==> config.mk <==
export PLATFORM = sky130hd
export DESIGN_NAME = spi_regfile_flat
export DESIGN_NICKNAME = d
export VERILOG_FILES = /design/src/rtl/spi_regfile_pkg.sv /design/src/rtl/spi_regfile_if.sv /design/src/rtl/spi_sync_edge.sv /design/src/rtl/spi_regfile.sv /design/src/flat_wrapper.sv
export SDC_FILE = /design/constraint.sdc
export NUM_CORES = 1
export LEC_CHECK = 0
export BUFFER_PORTS_ARGS = -buffer_cell sky130_fd_sc_hd__buf_2
export CELL_PAD_IN_SITES_DETAIL_PLACEMENT = 0
export CELL_PAD_IN_SITES_GLOBAL_PLACEMENT = 1
export CORE_UTILIZATION = 39
export CTS_CLUSTER_SIZE = 28
export DETAILED_ROUTE_END_ITERATION = 10
export PLACE_DENSITY = 0.77
export SYNTH_ARGS = -nofsm -noshare
export SYNTH_HDL_FRONTEND = slang
export SYNTH_SLANG_ARGS = --single-unit
==> constraint.sdc <==
create_clock -name clk -period 4.2 [get_ports clk]
set_input_delay 0.42 -clock clk [delete_from_list [all_inputs] [get_ports clk]]
set_output_delay 0.42 -clock clk [all_outputs]
set_load 0.01 [all_outputs]
==> src/rtl/spi_regfile_pkg.sv <==
// ---------------------------------------------------------------------------
// spi_regfile_pkg : shared FSM state type and command-byte layout constants
// Rev 1.0
// ---------------------------------------------------------------------------
`default_nettype none

package spi_regfile_pkg;
   typedef enum logic [1:0] {
      IDLE = 2'd0,
      CMD  = 2'd1,
      DATA = 2'd2,
      HOLD = 2'd3
   } state_e;

   localparam int CMD_W      = 8;
   localparam int CMD_WR_BIT = 7;
endpackage

`default_nettype wire

==> src/rtl/spi_regfile_if.sv <==
// ---------------------------------------------------------------------------
// spi_regfile_if : four-wire SPI bus bundle with master/slave views
// Rev 1.0
// ---------------------------------------------------------------------------
`default_nettype none

interface spi_regfile_if;
   logic spi_cs_n;
   logic spi_clk;
   logic spi_mosi;
   logic spi_miso;

   modport master (output spi_cs_n, output spi_clk, output spi_mosi, input spi_miso);
   modport slave  (input spi_cs_n, input spi_clk, input spi_mosi, output spi_miso);
endinterface

`default_nettype wire

==> src/rtl/spi_sync_edge.sv <==
// ---------------------------------------------------------------------------
// spi_sync_edge : 2-flop synchronizer with rise/fall detect on the synced level
// Rev 1.0
// ---------------------------------------------------------------------------
`default_nettype none

module spi_sync_edge #(
   parameter logic RST_VAL = 1'b0
) (
   input  logic clk,
   input  logic rst,
   input  logic d_i,
   output logic sync_o,
   output logic rise_o,
   output logic fall_o
);
   logic meta_q, meta_d;
   logic sync_q, sync_d;
   logic prev_q, prev_d;

   always_comb begin
      meta_d = d_i;
      sync_d = meta_q;
      prev_d = sync_q;
   end

   always_ff @(posedge clk) begin
      if (rst) begin
         meta_q <= RST_VAL;
         sync_q <= RST_VAL;
         prev_q <= RST_VAL;
      end else begin
         meta_q <= meta_d;
         sync_q <= sync_d;
         prev_q <= prev_d;
      end
   end

   assign sync_o = sync_q;
   assign rise_o = sync_q & ~prev_q;
   assign fall_o = ~sync_q & prev_q;
endmodule

`default_nettype wire

==> src/rtl/spi_regfile.sv <==
// ---------------------------------------------------------------------------
// spi_regfile : SPI mode-0 slave register file; SPI_REGFILE_BURST_EN enables
// auto-increment bursts. Rev 1.0
// ---------------------------------------------------------------------------
`default_nettype none

module spi_regfile
   import spi_regfile_pkg::*;
#(
   parameter int ADDR_W = 3,
   parameter int REG_W  = 8
) (
   input  logic                          clk,
   input  logic                          rst,
   spi_regfile_if.slave                  spi,
   input  logic [REG_W-1:0]              status_i,
   output logic [(2**ADDR_W)*REG_W-1:0]  regs_o,
   output logic [(2**ADDR_W)-1:0]        wr_pulse_o
);
   localparam int         NUM_REGS = 2**ADDR_W;
   localparam logic [4:0] CMD_LAST = 5'(CMD_W - 1);
   localparam logic [4:0] WORD_LAST = 5'(REG_W - 1);

   logic cs_lvl, cs_rise, cs_fall;
   logic sclk_lvl, sclk_rise, sclk_fall;
   logic unused_sync;

   spi_sync_edge #(.RST_VAL(1'b1)) u_cs_sync (
      .clk(clk), .rst(rst), .d_i(spi.spi_cs_n),
      .sync_o(cs_lvl), .rise_o(cs_rise), .fall_o(cs_fall)
   );

   spi_sync_edge #(.RST_VAL(1'b0)) u_sclk_sync (
      .clk(clk), .rst(rst), .d_i(spi.spi_clk),
      .sync_o(sclk_lvl), .rise_o(sclk_rise), .fall_o(sclk_fall)
   );

   assign unused_sync = cs_rise ^ sclk_lvl;

   state_e                            state_q, state_d;
   logic [4:0]                        cnt_q, cnt_d;
   logic [CMD_W-2:0]                  cmd_q, cmd_d, cmd_next;
   logic [REG_W-1:0]                  shift_q, shift_d, shift_in;
   logic [ADDR_W-1:0]                 addr_q, addr_d, rd_addr;
   logic                              write_q, write_d;
   logic [NUM_REGS-1:0][REG_W-1:0]    regs_q, regs_d;
   logic [NUM_REGS-1:0]               wr_pulse_q, wr_pulse_d;
   logic                              mosi_meta_q, mosi_meta_d, mosi_q, mosi_d;
   logic [1:0]                        settle_q, settle_d;
   logic                              armed_q, armed_d;

   always_comb begin
      state_d     = state_q;
      cnt_d       = cnt_q;
      cmd_d       = cmd_q;
      shift_d     = shift_q;
      addr_d      = addr_q;
      write_d     = write_q;
      regs_d      = regs_q;
      wr_pulse_d  = '0;
      armed_d     = armed_q;
      mosi_meta_d = spi.spi_mosi;
      mosi_d      = mosi_meta_q;
      settle_d    = (settle_q == 2'd3) ? settle_q : settle_q + 2'd1;
      cmd_next    = {cmd_q[CMD_W-3:0], mosi_q};
      shift_in    = (shift_q << 1) | REG_W'(mosi_q);
      rd_addr     = cmd_next[ADDR_W-1:0];

      // The synced chip select holds its reset value for two clocks, so only
      // trust a high level once it reflects the pin; a frame cut by reset is
      // then ignored until the master really deasserts chip select.
      if (settle_q[1] && cs_lvl) armed_d = 1'b1;

      case (state_q)
         IDLE: begin
            if (cs_fall && armed_q) begin
               state_d = CMD;
               cnt_d   = '0;
            end
         end
         CMD: begin
            if (sclk_rise) begin
               cmd_d = cmd_next;
               if (cnt_q == CMD_LAST) begin
                  state_d = DATA;
                  cnt_d   = '0;
                  write_d = cmd_q[CMD_WR_BIT-1];
                  addr_d  = rd_addr;
                  shift_d = (rd_addr == '0) ? status_i : regs_q[rd_addr];
               end else begin
                  cnt_d = cnt_q + 5'd1;
               end
            end
         end
         DATA: begin
            if (sclk_rise) begin
               if (write_q) shift_d = shift_in;
               if (cnt_q == WORD_LAST) begin
                  cnt_d = '0;
                  if (write_q) begin
                     regs_d[addr_q]     = shift_in;
                     wr_pulse_d[addr_q] = 1'b1;
                  end
`ifdef SPI_REGFILE_BURST_EN
                  addr_d = addr_q + ADDR_W'(1);
                  if (!write_q)
                     shift_d = (addr_d == '0) ? status_i : regs_q[addr_d];
`else
                  state_d = HOLD;
`endif
               end else begin
                  cnt_d = cnt_q + 5'd1;
               end
            end else if (sclk_fall && !write_q && cnt_q != '0) begin
               // The fall right after a load must keep the MSB on the line.
               shift_d = shift_q << 1;
            end
         end
         default: ;
      endcase

      if (cs_lvl) begin
         state_d = IDLE;
         cnt_d   = '0;
      end
   end

   always_ff @(posedge clk) begin
      if (rst) begin
         state_q     <= IDLE;
         cnt_q       <= '0;
         cmd_q       <= '0;
         shift_q     <= '0;
         addr_q      <= '0;
         write_q     <= 1'b0;
         regs_q      <= '0;
         wr_pulse_q  <= '0;
         mosi_meta_q <= 1'b0;
         mosi_q      <= 1'b0;
         settle_q    <= '0;
         armed_q     <= 1'b0;
      end else begin
         state_q     <= state_d;
         cnt_q       <= cnt_d;
         cmd_q       <= cmd_d;
         shift_q     <= shift_d;
         addr_q      <= addr_d;
         write_q     <= write_d;
         regs_q      <= regs_d;
         wr_pulse_q  <= wr_pulse_d;
         mosi_meta_q <= mosi_meta_d;
         mosi_q      <= mosi_d;
         settle_q    <= settle_d;
         armed_q     <= armed_d;
      end
   end

   assign regs_o       = regs_q;
   assign wr_pulse_o   = wr_pulse_q;
   assign spi.spi_miso = ~spi.spi_cs_n & (state_q == DATA) & ~write_q & shift_q[REG_W-1];
endmodule

`default_nettype wire
==> src/flat_wrapper.sv <==
// flat-port wrapper written by rule: the top's interface ports become plain ports
module spi_regfile_flat import spi_regfile_pkg::*;
#(
   parameter int ADDR_W = 3,
   parameter int REG_W  = 8
)
  (clk, rst, status_i, regs_o, wr_pulse_o, spi_spi_cs_n, spi_spi_clk, spi_spi_mosi, spi_spi_miso);
  spi_regfile_if spi_i ();
  input  logic clk;
  input  logic rst;
  input  logic [REG_W-1:0] status_i;
  output logic [(2**ADDR_W)*REG_W-1:0] regs_o;
  output logic [(2**ADDR_W)-1:0] wr_pulse_o;
  input wire logic [$bits(spi_i.spi_cs_n)-1:0] spi_spi_cs_n;
  input wire logic [$bits(spi_i.spi_clk)-1:0] spi_spi_clk;
  input wire logic [$bits(spi_i.spi_mosi)-1:0] spi_spi_mosi;
  output wire logic [$bits(spi_i.spi_miso)-1:0] spi_spi_miso;
  assign spi_i.spi_cs_n = spi_spi_cs_n;
  assign spi_i.spi_clk = spi_spi_clk;
  assign spi_i.spi_mosi = spi_spi_mosi;
  assign spi_spi_miso = spi_i.spi_miso;
  spi_regfile #(.ADDR_W(ADDR_W), .REG_W(REG_W)) u_core (.clk(clk), .rst(rst), .spi(spi_i), .status_i(status_i), .regs_o(regs_o), .wr_pulse_o(wr_pulse_o));
endmodule
==> flow_summary.yaml <==
synth:
  syn_inst: 471
  synthFlopType: "dfxtp_1"
  synth.avg_cell_area_um2: 10.1
  synth_cell_type_count: 51
  synth_seq_cells: 109
  syn_nets: 491
  ys_warn_count: 0
  synth_edf_count: 0
  synth.cell_area_um2: 4740
  yosysSeqAreaShare: 0.461
  postSynth.asyncResetShare: 0
sta:
  finalSetupViolCount: 0
  setup_ws_ns: 1.52
  fin_setup_tns_ns: 0
  clock-skew-final_ns: 0.0110
  min_period_ns: 2.68
  slew_headroom: 0.269
  tightest_slew_ns: 1.10
  rsz0062_at_grt: "false"
  fmax_mhz: 373
  final_max_slew_viol_count: 0
  hold_viol: 0
  finalCritPeriodShare: 0.638
die:
  core_area_um2: 11600
  die_h_um: 112
  std_cell_rows: 39
  start_util: 0.408
  dieArea_um2: 12600
  io_pins: 86
  die_w_um: 112
place:
  hpwl_mm: 8.12
  gp_congestion: 0.779
  port_buffers: 85
  dp_worst_setup_slack_ns: 1.54
clock_tree:
  cts.sinks: 109
  root_buffer: "clkbuf_16"
  ctsLongestPathBuffers: 2
  cts_made_buffers: 9
  post-cts-setup-buffers: 0
  path_clk_slew_ns: 0.07
  cts_max_level: 3
  cts_tree: "yes"
  clock_latency_ns: 0.34
  cts_hold_buffers: 0
  cts_resized: 0
drt:
  via_count: 3690
  drt_iter0_drc: 158
  drc_errors: 5
  drtAntennaViolNets: 0
  wirelength_mm: 12.1
  dr.pass1.iters: 7
  wl_per_cell_um: 17.7
  vias_per_cell: 5.40
pwr:
  leakage_nw: 2.24
  ir_drop_mv: 0.165
  power.density_nw_per_um2: 364
cells_and_area:
  multi_input_area_um2: 2380
  diodes: 0
  regArea_um2: 2180
  nets: 555
  num-fill-cells: 1128
  area_delta_synth_final_pct: 18.4
  drive_above_1_share: 0.259
setup_path:
  slowest_delay_ns: 0.81
  path_class: "register to register"
  path_cells: "inv_1 -> ha_1 -> or3b_1 -> or4_1 -> mux2i_1 -> nor2_1"
  path_max_fanout: 16
  cpMaxStageDelayCell: "or4_1"
  end_kind: "register"
  critPathRequiredTime_ns: 4.38
  critPathArrivalTime_ns: 2.86
  start_kind: "register"
status:
  status: "finished with violations"
  violations: "DRC"
flow_run:
  drv_cap: 0
grt:
  grt_usage: 0.194
  grt_pass1_wl_mm: 19.2
  antenna_found_initial: 0
  grt.overflow.total: 0
  grt_pass1_vias: 3554
  grt_start_max_net_pins: 104
worst_hold_path:
  hold_path_class: "input pin to register"
-- power by group --
group          switching, mW  internal (mW)
combinational         0.0380         0.0240
sequential           0.00753           1.04
clock                  0.385          0.545
-- layout by cell type (no fill, tap or decap), types with 4 or more instances in the layout --
| cell | instances |
|---|---|
| nand2b_1 | 6 |
| a311oi_2 | 6 |
| o221ai_1 | 6 |
| mux2i_1 | 70 |
| buf_2 | 84 |
| nor2_1 | 75 |
| ha_1 | 7 |
| nor2b_1 | 13 |
| inv_1 | 7 |
| a21oi_1 | 15 |
| buf_4 | 11 |
| mux2_1 | 12 |
| mux4_2 | 10 |
| nand3b_1 | 4 |
| o21bai_1 | 6 |
| nand3_1 | 12 |
| a31oi_1 | 8 |
| clkbuf_16 | 9 |
| nor4_2 | 7 |
| nand2_1 | 23 |
| dfxtp_1 | 109 |
-- worst max-delay path: cells and delay by family, from the launching register on --
kind          cells  cell delay [ns]
flops             1             0.33
mux               1             0.24
buf+inv           1             0.10
simple gates      3             1.32
fa+ha+maj         1             0.52
-- final cells by class --
type                    instances  area share
clock buffers                  10      0.0426
multi-input cells             312       0.425
well taps                     143      0.0319
flip-flops and latches        109       0.389
clock inverters                 6      0.0163
repair buffers                 95      0.0897
inverters                       8     0.00535
-- through the flow --
step / util / cell area [um^2] / total power, mW / hold WS [ns] / cells
2_1_floorplan: - / 4740 / 1.12 / 0.389 / 471
3_3_place_gp: 0.455 / 5280 / 1.13 / 0.393 / 667
3_5_place_dp: 0.455 / 5280 / 1.14 / 0.398 / 667
4_1_cts: 0.483 / 5610 / 2.06 / 0.283 / 683
5_1_grt: 0.483 / 5610 / 2.11 / 0.301 / 683
6_report: 0.483 / 5610 / 2.04 / 0.293 / 683
-- synth_stat cells (all sizes together), types with 2 or more instances --
cell / n / area [um^2]
nor2: 75 / 282
a21oi: 15 / 75.1
clkbuf: 24 / 90.1
nor4: 7 / 43.8
nand2b: 6 / 37.5
nor2b: 13 / 81.3
a211oi: 2 / 20.0
o22ai: 3 / 18.8
a31oi: 8 / 50.1
mux2i: 70 / 701
buf: 18 / 93.8
ha: 7 / 87.6
mux4: 10 / 225
dfxtp: 109 / 2180
or2: 2 / 12.5
nand2: 23 / 86.3
o21bai: 6 / 45.0
nand3b: 4 / 30.0
nand4: 2 / 12.5
a311oi: 6 / 90.1
mux2: 12 / 135
nand3: 12 / 60.1
nor3: 2 / 10.0
inv: 8 / 30.0
o221ai: 6 / 52.6
-- worst paths after layout --
kind | start | to | slack (ns) | cells after the start
max reg2reg | u_core.state_q[0]$_SDFFE_PP0P_ | u_core.regs_o[3]$_SDFFE_PP0P_ | 1.52 | 6
min reg2reg | u_core.u_cs_sync.meta_q$_SDFF_PP1_ | u_core.u_cs_sync.sync_o$_SDFF_PP1_ | 0.41 | 1
min | spi_spi_cs_n | u_core.u_cs_sync.meta_q$_SDFF_PP1_ | 0.29 | 2
max | u_core.state_q[0]$_SDFFE_PP0P_ | u_core.regs_o[3]$_SDFFE_PP0P_ | 1.52 | 6
-- routing by layer --
metal	share of wire	GRT usage	wire (um)
met5	0	0	0
met4	0.012	0.0569	142
met2	0.46	0.313	5630
met3	0.048	0.0356	583
met1	0.47	0.267	5750
-- logic make-up (layout without fill, tap and decap cells) --
logic type / after synthesis / in the layout / share of synthesized area
AND/OR/NAND/NOR: 154 / 154 / 0.153
flip-flops: 109 / 109 / 0.461
multiplexers: 92 / 92 / 0.224
AO/OA/AOI/OAI: 58 / 58 / 0.0964
buffers and inverters: 50 / 119 / 0.0452
adder cells (fa/ha/maj): 7 / 7 / 0.0185
XOR/XNOR: 1 / 1 / 0.00185
-- flip-flops by register name (all words and copies together) (netlist names), 2 cells and up --
name and flops:
u_core.regs_o 64, u_core.shift_q 8, u_core.wr_pulse_o 8, u_core.cmd_q 7
u_core.cnt_q 5, u_core.addr_q 3, u_core.settle_q 2, u_core.state_q 2
Note: power is estimated with default switching activity, not from simulation.
